File: config.mk
export PLATFORM = sky130hd
export DESIGN_NAME = wb_commit
export DESIGN_NICKNAME = d
export VERILOG_FILES = /design/src/rtl/wb_commit.sv
export SDC_FILE = /design/constraint.sdc
export NUM_CORES = 1
export LEC_CHECK = 0
export ABC_AREA = 1
export BUFFER_PORTS_ARGS = -buffer_cell sky130_fd_sc_hd__buf_4
export CORE_MARGIN = 4
export CORE_UTILIZATION = 46
export CTS_CLUSTER_DIAMETER = 50
export DETAILED_ROUTE_END_ITERATION = 16
export GPL_TIMING_DRIVEN = 0
export PLACE_DENSITY_LB_ADDON = 0.3
export SETUP_SLACK_MARGIN = 0.3
export SLEW_MARGIN = 5
export SYNTH_ARGS = -nofsm -noshare
export SYNTH_HDL_FRONTEND = slang
export SYNTH_SLANG_ARGS = --single-unit
File: constraint.sdc
create_clock -name clk -period 1.55 [get_ports clk]
set_clock_uncertainty 0.15 [all_clocks]
set_input_delay 0.155 -clock clk [delete_from_list [all_inputs] [get_ports clk]]
set_output_delay 0.155 -clock clk [all_outputs]
set_load 0.03 [all_outputs]
File: src/rtl/wb_commit.sv
// Writeback commit stage: MEM/WB register, load align/extend, GPR write port, retire counter.
// Optional `WB_TRACE_EN` prints a commit trace in simulation.
module wb_commit #(
    parameter int unsigned CNT_W = 32
) (
    input  logic             clk,
    input  logic             reset,
    input  logic             flush,
    input  logic             valid_M,
    input  logic [31:0]      pcMEM,
    input  logic [31:0]      instrMEM,
    input  logic             we_M,
    input  logic [4:0]       waddr_M,
    input  logic [1:0]       wb_sel_M,
    input  logic [2:0]       ld_type_M,
    input  logic [31:0]      alu_M,
    input  logic [31:0]      rdata_M,
    input  logic [31:0]      hilo_M,
    output logic             RegWrite,
    output logic [4:0]       RegAddr,
    output logic [31:0]      RegData,
    output logic [31:0]      pcWB,
    output logic [31:0]      instrWB,
    output logic             ld_misalign,
    output logic [CNT_W-1:0] retired
);

    typedef enum logic [2:0] {
        LdW   = 3'd0,
        LdB   = 3'd1,
        LdBu  = 3'd2,
        LdH   = 3'd3,
        LdHu  = 3'd4
    } ld_type_e;

    logic        valid_W;
    logic [31:0] pc_W;
    logic [31:0] instr_W;
    logic        we_W;
    logic [4:0]  waddr_W;
    logic [1:0]  wb_sel_W;
    logic [2:0]  ld_type_W;
    logic [31:0] alu_W;
    logic [31:0] rdata_W;
    logic [31:0] hilo_W;

    logic [31:0] loadData;
    logic [7:0]  byteVal;
    logic [15:0] halfVal;
    logic        isHalf;

    always_ff @(posedge clk or negedge reset) begin
        if (!reset) begin
            valid_W   <= 1'b0;
            pc_W      <= '0;
            instr_W   <= '0;
            we_W      <= 1'b0;
            waddr_W   <= '0;
            wb_sel_W  <= '0;
            ld_type_W <= '0;
            alu_W     <= '0;
            rdata_W   <= '0;
            hilo_W    <= '0;
        end else begin
            valid_W   <= valid_M & ~flush;
            pc_W      <= pcMEM;
            instr_W   <= instrMEM;
            we_W      <= we_M;
            waddr_W   <= waddr_M;
            wb_sel_W  <= wb_sel_M;
            ld_type_W <= ld_type_M;
            alu_W     <= alu_M;
            rdata_W   <= rdata_M;
            hilo_W    <= hilo_M;
        end
    end

    always_comb begin
        byteVal  = rdata_W[8*alu_W[1:0] +: 8];
        halfVal  = alu_W[1] ? rdata_W[31:16] : rdata_W[15:0];
        loadData = rdata_W;
        case (ld_type_W)
            LdB:     loadData = {{24{byteVal[7]}}, byteVal};
            LdBu:    loadData = {24'h0, byteVal};
            LdH:     loadData = {{16{halfVal[15]}}, halfVal};
            LdHu:    loadData = {16'h0, halfVal};
            default: loadData = rdata_W;
        endcase
    end

    always_comb begin
        RegData = alu_W;
        case (wb_sel_W)
            2'd0: RegData = alu_W;
            2'd1: RegData = loadData;
            2'd2: RegData = pc_W + 32'd8;
            2'd3: RegData = hilo_W;
            default: RegData = alu_W;
        endcase
    end

    assign isHalf      = (ld_type_W == LdH) || (ld_type_W == LdHu);
    assign ld_misalign = valid_W & isHalf & alu_W[0] & (wb_sel_W == 2'd1);
    assign RegWrite    = valid_W & we_W & (waddr_W != 5'd0) & ~ld_misalign;
    assign RegAddr     = waddr_W;
    assign pcWB        = pc_W;
    assign instrWB     = valid_W ? instr_W : 32'h0;

    // Squashed misaligned loads do not retire; bubbles never do.
    always_ff @(posedge clk or negedge reset) begin
        if (!reset) begin
            retired <= '0;
        end else if (valid_W && !ld_misalign) begin
            retired <= retired + CNT_W'(1);
        end
    end

`ifdef WB_TRACE_EN
    always @(posedge clk) begin
        if (RegWrite) begin
            $display("%0t@%h: $%0d <= %h", $time, pcWB, RegAddr, RegData);
        end
        if (ld_misalign) begin
            $display("%0t@%h: misaligned load", $time, pcWB);
        end
    end
`endif

endmodule

Word level (Yosys, flattened, before mapping)
Cells that the tools add are included.
Widths: inputs -> output; s select.
Word-level totals
  register bits after elaboration: 204
  input port bits: 175
  output and inout port bits: 135
  logic and storage cells: 39
Operators by class
  $add $sub $neg: 2
  eq/ne operators: 7
  shift-type cells: 1
  multiplexer cells: 4
  bitwise operators: 9
  reduce and logical (&&, ||, !) cells: 5
Operators by type and width (count)
  $pmux 32 s4: 2
  $add 32x1->32 const B: 1
  $add 32x4->32 const B: 1
  $mux 32: 1
  $shiftx 32x6->8: 1
  $mux 16: 1
  $and 1x1->1: 7
  $eq 3x2->1 const B: 2
  $reduce_bool 5->1: 1
  $eq 2x2->1 const B: 2
  $eq 3x1->1 const B: 1
  $eq 3x3->1 const B: 1
  $eq 2x1->1 const B: 1
  $logic_not 2->1: 1
  $not 1->1: 2
  $logic_and 1x1->1: 1
  $logic_not 1->1: 1
  $logic_or 1x1->1: 1

Longest topological paths before layout
  depth in word-level cells: 7
  depth in mapped cells: 11
  mapped depth without buffers: 10

Worst setup path after synthesis
Ideal clock, no wire load.
  path type: register to output
  start point: register pc_W[3] (netlist: pcWB[3])
  end point: output port RegData[23]
  data arrival time: 1779 ps
  required time: 1245 ps
  path slack: -534 ps
  cell stages (with the launch flop): 9
  path buffers: 0
  path through: dfrtp_1 > ha_1 > nand2_1 > nor2_2 > nand2_1 > nor2_1 > nand3_1 > nand3_1 > nand4_1
On the way
  longest elaborated chain between the ends: 2
RTL lines
  start, declared: RTL line 37  | logic [31:0] pc_W;
  start signal, assigned: RTL line 66  | pc_W <= pcMEM;
  $add 32x4->32: RTL line 96  | 2'd2: RegData = pc_W + 32'd8;
  $pmux 32 s4: RTL line 93  | case (wb_sel_W)
  end, declared: RTL line 21  | output logic [31:0] RegData,
No other way between the ends.

Worst setup path in the final report
  start point: register ld_type_W[1]
  end point: output port RegData[24]
On the way
  longest elaborated chain between the ends: 3
RTL lines
  start, declared: RTL line 42  | logic [2:0] ld_type_W;
  start signal, assigned: RTL line 71  | ld_type_W <= ld_type_M;
  $eq 3x3->1, or another cell as far along: RTL line 82  | case (ld_type_W)
  $pmux 32 s4 *: RTL line 82
  $pmux 32 s4 *: RTL line 93
Mark *: on every way between the ends. The rest lies on a longest branch, timed or not.

==> results.txt <==
full die area = 21,970 um^2
Longest Clk Path Bufs = 3
FF+latch area = 5176 um^2
via count = 10,181
Synth area leader = dfrtp_1
Comb pwr share = 22.4%
WHS = -0.5491 ns
WP data arrival = 2.21 ns
worst slew margin relative to its limit = 55.18%
sw frac = 30.12%
post-synthesis cell type count = 35
P&R area growth vs syn = 82.68%
max incr delay on CP = 0.43 ns
R2R Setup Slk = -0.77 ns
final-layout fill cell count = 1,013
GRT Residual Overflow = 0
Die Span X = 148.2 um
GPL Wtd Cong = 0.9150
Max Slew Vio Count = 0
Mapped Area = 9045 um^2
CP max FO = 6
Leak = 8.094 nW
EDFF count, synth = 0
Finished Cell Area = 16,520 um^2
Fin. Hold Viols = 97
Non-Filler Instances = 1,946
# hold bufs at CTS = 173
antenna violations before repair = 6
DIE HEIGHT = 148.2 um
I/O Buffers = 309
fin nets = 1,835
CTS tree = built
clk root buf = clkbuf_16
RSZ-0062 raised after global routing = true
IO Count = 310
Core Region = 19,400 um^2
DRT iter0 DRCs = 752
Post-DP Area = 12,170 um^2
clk sinks = 204
Slowest-stage cell, CP = dfrtp_2
ys flop type = dfrtp_1
CP Capture Type = primary output
via/cell ratio = 5.232
Worst Tran Pin Value = 0.6723 ns
number of global-route vias before repair = 10,296
Clock transition at path regs = 0.06 ns
synth warn = 0
final setup vio count = 100
VDD IR max = 1.084 mV
Worst path top cell family by delay = simple AND/OR/NAND/NOR gates
global-route wire length before repair = 57,280 um
Power Dens Cells = 945.6 nW/um^2
Clock H-tree levels = 1
Clk pwr share = 39.3%
status = finished, violations left
Cell Int Power = 10.92 mW
drt total wl = 40,790 um
DR WL/cell = 20.96 um
Initial Util = 46.63%
pin count of the biggest net entering global routing = 119
half-perimeter wire length after placement = 23,590 um
critical path class = reg2out
syn_nets = 1,271
fin crit share = 162.5%
HP Class = in2async
most frequent CP cell = buf_6
critical path cell sequence = buf_4 > nor2_4 > o21ai_4 > nand2_8 > nand3_4 > buf_6 > nand2_4 > nand4_1 > buf_6
CP bufs+invs = 3
top cell type's share of synthesized area = 56.44%
multi-input logic area = 4225 um^2
Synth Area per Inst = 8.268 um^2
Seq cells post-synth = 204
Placement Rows = 51
clk_lat worst skew = 0.52 ns
register area share after synthesis = 56.44%
setup_tns = -59.48 ns
data required time of the worst path = 1.24 ns
violated checks = hold timing, setup timing
Switching Power = 4.706 mW
DRC Markers = 0
CTS Buf Count = 24
critical path launch point type = register
asr flop ratio synth = 100.0%
Max-cap violations = 0
min cycle time layout = 2.518 ns
number of nets with antenna violations after routing = 0
dominant cells by area after synthesis = dfrtp_1 (56%), nand2_1 (17%), inv_1 (4.7%)
sequential share of power = 38.3%
Post-Synthesis Cells = 1,094
first drt pass iteration count = 6
gr usage total = 33.43%
PnR worst setup slack = -0.9684 ns
placed cells = 1,669
fmax = 0.3971 GHz
fraction of layout cells with a size suffix above 1 = 42.54%
## synth_stat cells, types with 2 or more instances
| library cell | count |
|---|---|
| nor3_1 | 5 |
| a21oi_1 | 30 |
| a22oi_1 | 3 |
| nand2_4 | 4 |
| nor2_4 | 2 |
| buf_4 | 4 |
| a31oi_1 | 2 |
| nand2_2 | 3 |
| buf_6 | 3 |
| nand2_1 | 408 |
| nor2_1 | 112 |
| buf_1 | 3 |
| o21ai_0 | 22 |
| nand3_1 | 70 |
| nor2_2 | 11 |
| nand3b_1 | 7 |
| nand3_2 | 3 |
| o21bai_1 | 8 |
| clkbuf_1 | 12 |
| inv_2 | 5 |
| buf_2 | 5 |
| xor2_1 | 14 |
| ha_1 | 2 |
| o21ai_1 | 3 |
| nand4_1 | 22 |
| xnor2_1 | 5 |
| a21boi_0 | 2 |
| inv_1 | 114 |
| dfrtp_1 | 204 |
## through the flow
step	utilization (%)	worst slack [ns]	hold WS [ns]	total power, mW
2_1_floorplan	-	-0.2725	-0.2906	7.232
3_3_place_gp	62.55	-1.402	0.1143	8.355
3_5_place_dp	62.73	-0.7373	0.04233	8.403
4_1_cts	80.87	-0.8834	-0.5018	15.09
5_1_grt	85.18	-1.027	-0.4853	16.02
6_report	85.18	-0.9684	-0.5491	15.63
## sequential cells by signal, summed over array words and instances (netlist names)
name and flops:
alu_W 32, hilo_W 32, instr_W 32, pcWB 32
rdata_W 32, retired 32, RegAddr 5, ld_type_W 3
wb_sel_W 2, valid_W 1, we_W 1
## final cells by class
cell class / instances / share of cell area [%]
Antenna cell: 5 / 0.07572
Buffer: 28 / 1.681
Clock buffer: 27 / 3.824
Clock inverter: 17 / 1.340
Inverter: 121 / 2.953
Multi-Input combinational cell: 741 / 25.57
Sequential cell: 204 / 31.33
Tap cell: 265 / 2.007
Timing Repair Buffer: 538 / 31.22
## logic make-up (layout without fill, tap and decap cells)
family	after synthesis	in the layout	share of synthesized area (%)
flops	204	204	56.44
fa+ha+maj	2	2	0.2766
buf+inv	149	731	6.944
simple gates	649	649	30.14
compound gates	71	71	4.357
other cells	0	5	0
xor+xnor	19	19	1.840
## final timing paths
path                                        startpoint                 endpoint  depth (start not counted)
worst max register to register  ld_type_W[1]$_DFF_PN0_  retired[27]$_DFFE_PN0P_                         15
worst min register to register  retired[4]$_DFFE_PN0P_   retired[4]$_DFFE_PN0P_                          1
min in group clk                           rdata_M[17]    rdata_W[17]$_DFF_PN0_                          2
worst max-delay path            ld_type_W[1]$_DFF_PN0_              RegData[24]                          9
worst min-delay path                             reset        pcWB[9]$_DFF_PN0_                          1
max in group asynchronous                        reset  retired[10]$_DFFE_PN0P_                          2
## per-layer routing
metal | up-vias | track usage, % | wire length, um
li1 | 4542 | - | -
met1 | 4890 | 38.02 | 14140
met2 | 603 | 61.02 | 21030
met3 | 144 | 7.922 | 3503
met4 | 2 | 12.61 | 2100
met5 | - | 0 | 13
## layout by cell type, fill, tap and decap left out, drive strengths merged
cell and n:
o21bai 8, nand3b 7, dlygate4sd3 173, clkbuf 41, a21boi 2, a22oi 3, a21oi 30, nand4 22
dfrtp 204, xor2 14, bufinv 4, clkinv 7, ha 2, nand3 74, nand2 415, o21ai 26
inv 123, nor3 5, buf 376, and2 1, bufbuf 3, a31oi 2, diode 5, xnor2 5
nor2 125, clkinvlp 4
## power by group through the flow
stage	combinational [mW]	sequential [mW]	clock [mW]
final	3.50	5.98	6.14
after global routing	3.66	6.00	6.37
after CTS	3.11	5.92	6.07
after detailed placement	2.40	6.00	0
after global placement	2.36	6.00	0
after floorplan	1.07	6.16	0
## timing repair
item	in CTS	in global routing
buffers inserted	25	20
endpoints found under the hold margin	258	86
endpoints found under the setup margin	167	167
gates resized for setup	175	202
cloned	6	4
pin swaps	17	22
Note: power is estimated with default switching activity, not from simulation.
